--- config.mk ---
export PLATFORM = sky130hd
export DESIGN_NAME = commit_alloc_ctrl
export DESIGN_NICKNAME = d
export VERILOG_FILES = /design/src/rtl/commit_alloc_ctrl_pkg.sv /design/src/rtl/commit_alloc_ctrl_ptr_math.sv /design/src/rtl/commit_alloc_ctrl.sv
export SDC_FILE = /design/constraint.sdc
export NUM_CORES = 1
export LEC_CHECK = 0
export ABC_CLOCK_PERIOD_IN_PS = 5350
export BUFFER_PORTS_ARGS = -buffer_cell sky130_fd_sc_hd__buf_2
export CAP_MARGIN = 20
export CORE_ASPECT_RATIO = 2
export CORE_MARGIN = 5
export CORE_UTILIZATION = 58
export DETAILED_ROUTE_END_ITERATION = 12
export GPL_TIMING_DRIVEN = 0
export PLACE_DENSITY = 0.79
export SYNTH_ARGS = -nofsm -noshare
export SYNTH_HDL_FRONTEND = slang
export SYNTH_SLANG_ARGS = --single-unit
--- constraint.sdc ---
create_clock -name clk -period 5.35 [get_ports clk]
set_clock_uncertainty 0.1 [all_clocks]
set_input_delay 0.2675 -clock clk [delete_from_list [all_inputs] [get_ports clk]]
set_output_delay 0.2675 -clock clk [all_outputs]
set_load 0.05 [all_outputs]
--- src/rtl/commit_alloc_ctrl_pkg.sv ---
// Shared rename-stage definitions: commit-station sizing, recovery FSM
// states and the vector-fetch reservation size.
package commit_alloc_ctrl_pkg;

   localparam int NCOMMIT_DEF  = 32;
   localparam int LNCOMMIT_DEF = 5;
   localparam int NDEC_DEF     = 4;

   // Stations claimed by one vector-fetch micro-sequence
   localparam int VF_RESERVE = 2;

   typedef enum logic [1:0] {
      RUN      = 2'd0,
      RECOVER1 = 2'd1,
      RECOVER2 = 2'd2
   } commit_state_e;

endpackage

--- src/rtl/commit_alloc_ctrl_ptr_math.sv ---
// Modulo-NCOMMIT pointer arithmetic: a+b (pointer advance) or a-b
// (ring distance), selected by sub_i.
module commit_ptr_math
   import commit_alloc_ctrl_pkg::*;
#(
   parameter int LNCOMMIT = LNCOMMIT_DEF
) (
   input  logic [LNCOMMIT-1:0] a_i,
   input  logic [LNCOMMIT:0]   b_i,
   input  logic                sub_i,
   output logic [LNCOMMIT-1:0] res_o
);

   logic [LNCOMMIT:0] a_ext;

   assign a_ext = {1'b0, a_i};
   // Dropping the carry/borrow bit gives the ring wrap for a power-of-2 size
   assign res_o = LNCOMMIT'(sub_i ? (a_ext - b_i) : (a_ext + b_i));

endmodule

--- src/rtl/commit_alloc_ctrl.sv ---
// Commit-station allocator: head/tail/occupancy tracking with flush,
// trap and vector-fetch recovery bubbles.
module commit_alloc_ctrl
   import commit_alloc_ctrl_pkg::*;
#(
   parameter int NCOMMIT  = NCOMMIT_DEF,
   parameter int LNCOMMIT = LNCOMMIT_DEF,
   parameter int NDEC     = NDEC_DEF
) (
   input  logic                clk,
   input  logic                reset,
   input  logic [3:0]          alloc_count,
   input  logic [3:0]          commit_count,
   input  logic                br_flush,
   input  logic [LNCOMMIT-1:0] flush_addr,
   input  logic                trap_flush,
   input  logic                force_fetch,
   output logic [LNCOMMIT-1:0] next_start,
   output logic [LNCOMMIT-1:0] head,
   output logic [LNCOMMIT:0]   current_available,
   output logic                reloading,
   output logic                alloc_overflow
);

   localparam int OW = LNCOMMIT + 1;
   localparam logic [OW-1:0] FULL   = OW'(NCOMMIT);
   localparam logic [OW-1:0] MAXW   = OW'(2 * NDEC);
   localparam logic [OW-1:0] VF_W   = OW'(VF_RESERVE);
   localparam logic [OW-1:0] ONE_W  = OW'(1);

   commit_state_e state_q, state_d;
   logic [LNCOMMIT-1:0] head_q, head_d, tail_q, tail_d;
   logic [OW-1:0]       occ_q, occ_d;
   logic                ovf_q, ovf_d;

   logic [OW-1:0]       commit_w, alloc_w, avail, commit_adv, alloc_acc;
   logic [OW-1:0]       flush_len, br_occ;
   logic                commit_bad, alloc_bad;
   logic [LNCOMMIT-1:0] head_adv, flush_dist, tail_sum, tail_base;
   logic [OW-1:0]       tail_inc;

   assign commit_w   = OW'(commit_count);
   assign alloc_w    = OW'(alloc_count);
   assign avail      = FULL - occ_q;

   // Over-commit is clamped so head never passes the tail
   assign commit_bad = (commit_w > occ_q) || (commit_w > MAXW);
   assign commit_adv = (commit_w > occ_q) ? occ_q : commit_w;
   assign alloc_bad  = (alloc_w > avail) || (alloc_w > MAXW);
   assign alloc_acc  = (state_q == RUN && !alloc_bad) ? alloc_w : '0;

   assign flush_len  = {1'b0, flush_dist} + ONE_W;
   assign br_occ     = (flush_len > commit_adv) ? (flush_len - commit_adv) : '0;

   commit_ptr_math #(.LNCOMMIT(LNCOMMIT)) u_head (
      .a_i(head_q), .b_i(commit_adv), .sub_i(1'b0), .res_o(head_adv)
   );

   commit_ptr_math #(.LNCOMMIT(LNCOMMIT)) u_dist (
      .a_i(flush_addr), .b_i({1'b0, head_q}), .sub_i(1'b1), .res_o(flush_dist)
   );

   commit_ptr_math #(.LNCOMMIT(LNCOMMIT)) u_tail (
      .a_i(tail_base), .b_i(tail_inc), .sub_i(1'b0), .res_o(tail_sum)
   );

   always_comb begin
      state_d   = (state_q == RECOVER1) ? RECOVER2 : RUN;
      head_d    = head_adv;
      tail_base = tail_q;
      tail_inc  = alloc_acc;
      tail_d    = tail_sum;
      occ_d     = occ_q + alloc_acc - commit_adv;
      ovf_d     = ovf_q | commit_bad;

      if (force_fetch) begin
         state_d  = RECOVER1;
         tail_inc = VF_W;
         occ_d    = VF_W;
      end else if (trap_flush) begin
         state_d  = RECOVER1;
         tail_d   = head_adv;
         occ_d    = '0;
      end else if (br_flush) begin
         state_d   = RECOVER1;
         tail_base = flush_addr;
         tail_inc  = ONE_W;
         occ_d     = br_occ;
      end else if (state_q == RUN && alloc_bad) begin
         ovf_d = 1'b1;
      end
   end

   always_ff @(posedge clk) begin
      if (reset) begin
         state_q <= RUN;
         head_q  <= '0;
         tail_q  <= '0;
         occ_q   <= '0;
         ovf_q   <= 1'b0;
      end else begin
         state_q <= state_d;
         head_q  <= head_d;
         tail_q  <= tail_d;
         occ_q   <= occ_d;
         ovf_q   <= ovf_d;
      end
   end

   assign next_start        = tail_q;
   assign head              = head_q;
   assign current_available = avail;
   assign reloading         = (state_q != RUN);
   assign alloc_overflow    = ovf_q;

endmodule

==> summary by stage <==
STA
Timing would allow up to 0.244 GHz. Headroom to the max-slew limit came out at 0.557. Setup total negative slack on the finished layout was measured at 0 ns. The count of final setup violators is 0.

The final-report hold violation count is 0. The minimum period implied by the final worst setup slack is 4.10 ns. At the pin with the least slew margin, the transition time is 0.659 ns. The number of pins exceeding their max-slew limit in the final report is 0. Setup repair after global routing left no endpoint under its margin. In the finished design, the share of the clock period the worst path needs comes to 0.766. The final hold slack is 0.145 ns.

Floorplan
The effective utilization at floorplan is 0.594. The floorplan row count is 32. The total core area is 3800 um2. The die covers 5320 um2.

The total I/O pin count is 36. The horizontal die dimension is 54.1 um. The floorplan die height is 98.2 um.

Power and ir drop
Of the total power, the clock network draws 0.064. The power spent charging and discharging nets is 0.838 mW. Of the total power, the share spent switching nets is 0.532. The fraction of power consumed by combinational cells is 0.801. Summed over all cells, the static leakage comes to 1.28 nW.

The worst-case vdd ir drop is 0.000447 V. The internal power is 0.735 mW. The relative contribution of sequential cells to total power is 0.134. The design draws 1.57 mW.

The power density of the placed cells is 619 nW/um2.

Synth
Of the total synthesized cell area, the portion taken by AND, OR, NAND and NOR gates is 0.174. The post-synthesis adder-cell area fraction is 0.259. Counting flops and latches in the post-synthesis netlist gives 19. The xor and xnor fraction of the mapped netlist area is 0.0853. The number of distinct library cells after synthesis is 55. The flip-flop cell with the highest count after synthesis is sky130_fd_sc_hd__dfxtp_1. The count of yosys warnings during synthesis is 0. The cell count after synthesis is 262. The largest family of logic cells by synthesized area is adder cells. The share of the synthesized area in compound gates (AO/OA/AOI/OAI) is 0.182. The synthesized area divided by synthesized cell count is 8.62 um2. After synthesis, the share of flip-flops with an asynchronous set or reset is 0. The share of the Yosys chip area taken by registers is 0.168. After synthesis the cells add up to 2260 um2. The mux cell area share after synthesis is 0.0532.

The synthesized design contains 0 enable-type register cells.

Finish
The area added between synthesis and finish is 12.5%. The finished cells cover 2540 um2. The count of cells in the finished layout, fillers not included, comes to 352.

Leaving out fill and tap cells, the most frequent cells in the layout are sky130_fd_sc_hd__inv_1, sky130_fd_sc_hd__buf_2, sky130_fd_sc_hd__ha_1. The share of final-layout standard cells stronger than drive strength 1 is 0.196. The number of fill cells is 339. For this run, the post-layout net count is 362.

The number of antenna diodes in the final layout is 0.

Drt
The total number of vias is 1994. The post-detailed-route wirelength per cell is 14.9 um. In the routed design, unresolved DRC markers number 0.

The count of nets left with antenna violations after detail routing is 0. The sum of routed wire length over all layers is 5250 um. After detailed routing, the number of vias per cell comes to 5.66.

The DRC violation total after the first TritonRoute iteration is 34. The first detailed-routing pass ran for 4 iterations.

Outcome
The flow ran to the end, and the final reports show no timing, DRC or antenna violations.

Worst setup path
The type of origin of the critical path is a register. The worst setup path is captured at a register. The flop-to-flop setup slack is 1.25 ns. Of all nets on the critical path, the largest fanout is 10.

The worst endpoint data arrival time is 4.17 ns. The kind of critical path is register to register. The worst register-to-register path has a depth of 16. Data on the critical path is required at its endpoint by 5.42 ns.

GRT
Entering global routing, the biggest net connects 11 pins. The via count of the first global-routing pass is 2083. The total global routing track utilization is 0.218. The remaining global-route overflow is 0. The first global-routing pass estimated 8820 um of wire. The initial antenna violation count is 0.

Clock network
No sink is reached through more buffers than the 2 on the longest clock path. Clock tree synthesis selected as its root buffer the cell sky130_fd_sc_hd__clkbuf_8. The CTS tree is yes. The clock latency on the worst-skew pair is 0.25 ns. The number of buffers created by CTS is 3. The total of cells resized after clock tree synthesis is 0. Clock-pin slew was measured on the worst setup and hold paths at 0.07 ns. The number of setup buffers added after CTS is 0. CTS saw 19 sinks. The cts-stage hold buffer count is 0. CTS built an H-tree with a depth of 1.

Placed design
The area after detailed placement is 2500 um2. The HPWL reported at the end of detailed placement is 4520 um. The number of I/O port buffers is 34. The final weighted congestion in routability-driven placement is 0.877. The number of placed instances, taps included, is 348.

Worst hold path
The path class of the tightest hold or removal check is primary input to register. The worst hold path passes through 2 cells.

Run
Across the run, the number of max-cap violations was 0.
power by group through the flow:
| stage | logic, mW | registers (mW) | clock network (mW) |
|---|---|---|---|
| 6_report | 1.26 | 0.211 | 0.101 |
| 5_1_grt | 1.41 | 0.215 | 0.111 |
| 4_1_cts | 1.27 | 0.211 | 0.104 |
| 3_5_place_dp | 1.26 | 0.214 | 0 |
| 3_3_place_gp | 1.23 | 0.213 | 0 |
| 2_1_floorplan | 0.918 | 0.297 | 0 |
Yosys cell counts, drive strengths merged (5+ instances only):
cell	instances	area [um2]
nand2	9	33.8
xnor2	14	123
nor2	17	66.3
a21o	8	60.1
a211oi	5	37.5
a21oi	15	75.1
and3	6	37.5
xor2	8	70.1
nor2b	7	46.3
dfxtp	19	380
ha	34	425
mux2	7	90.1
nor3	6	30.0
inv	39	146
o21ai	6	30.0
fa	8	160
final cells by class:
type	count	area, um2	share of cell area
timing repair buffer	34	170	0.0670
buffer	5	25.0	0.00985
multi-input combinational	200	1710	0.673
tap	51	63.8	0.0251
clock buffer	4	45.0	0.0177
inverter	39	146	0.0576
sequential	19	380	0.150
stage by stage:
step                      setup slack (ns)  utilization
after global routing                 0.944        0.668
after detailed placement              1.25        0.656
after CTS                             1.22        0.668
final                                 1.25        0.668
after global placement                1.27        0.656
after floorplan                       1.32            -
per-layer routing:
| metal | GRT usage | share of wire | vias to the layer above |
|---|---|---|---|
| met1 | 0.215 | 0.34 | 937 |
| li1 | - | - | 993 |
| met2 | 0.398 | 0.57 | 46 |
| met5 | 0 | 0 | - |
| met4 | 0.134 | 0.057 | 0 |
| met3 | 0.0214 | 0.031 | 18 |
kinds of logic (layout without fill, tap and decap cells):
family          Yosys count  count (layout)
other cells               1               2
fa+ha+maj                42              42
flops                    19              19
mux                      10              10
compound gates           56              56
xor+xnor                 22              22
simple gates             68              68
buf+inv                  44              82
worst max-delay path, stage by stage, from the launching register on:
cell and delay [ns]:
sky130_fd_sc_hd__dfxtp_1 0.49, sky130_fd_sc_hd__inv_1 0.08, sky130_fd_sc_hd__ha_1 0.23, sky130_fd_sc_hd__xor2_1 0.17
sky130_fd_sc_hd__ha_1 0.31, sky130_fd_sc_hd__nand2_1 0.05, sky130_fd_sc_hd__o21ai_0 0.20, sky130_fd_sc_hd__nand3_2 0.21
sky130_fd_sc_hd__and4b_1 0.29, sky130_fd_sc_hd__fa_1 0.53, sky130_fd_sc_hd__inv_1 0.07, sky130_fd_sc_hd__fa_1 0.45
sky130_fd_sc_hd__nor2b_1 0.13, sky130_fd_sc_hd__o21a_1 0.13, sky130_fd_sc_hd__nor3_1 0.04, sky130_fd_sc_hd__or3b_1 0.33
sky130_fd_sc_hd__a21boi_0 0.20
registers in the layout, indices dropped and copies added (netlist names):
register / cells
alloc_overflow: 1
head: 5
next_start: 5
occ_q: 6
state_q: 2
final timing paths:
path | from | end
setup / recovery | occ_q[0]$_SDFF_PP0_ | occ_q[4]$_SDFF_PP0_
setup reg to reg | occ_q[0]$_SDFF_PP0_ | occ_q[4]$_SDFF_PP0_
hold / removal | reset | head[0]$_SDFF_PP0_
hold reg to reg | state_q[0]$_SDFF_PP0_ | state_q[1]$_SDFF_PP0_
Power figures use the tool's default switching activity.
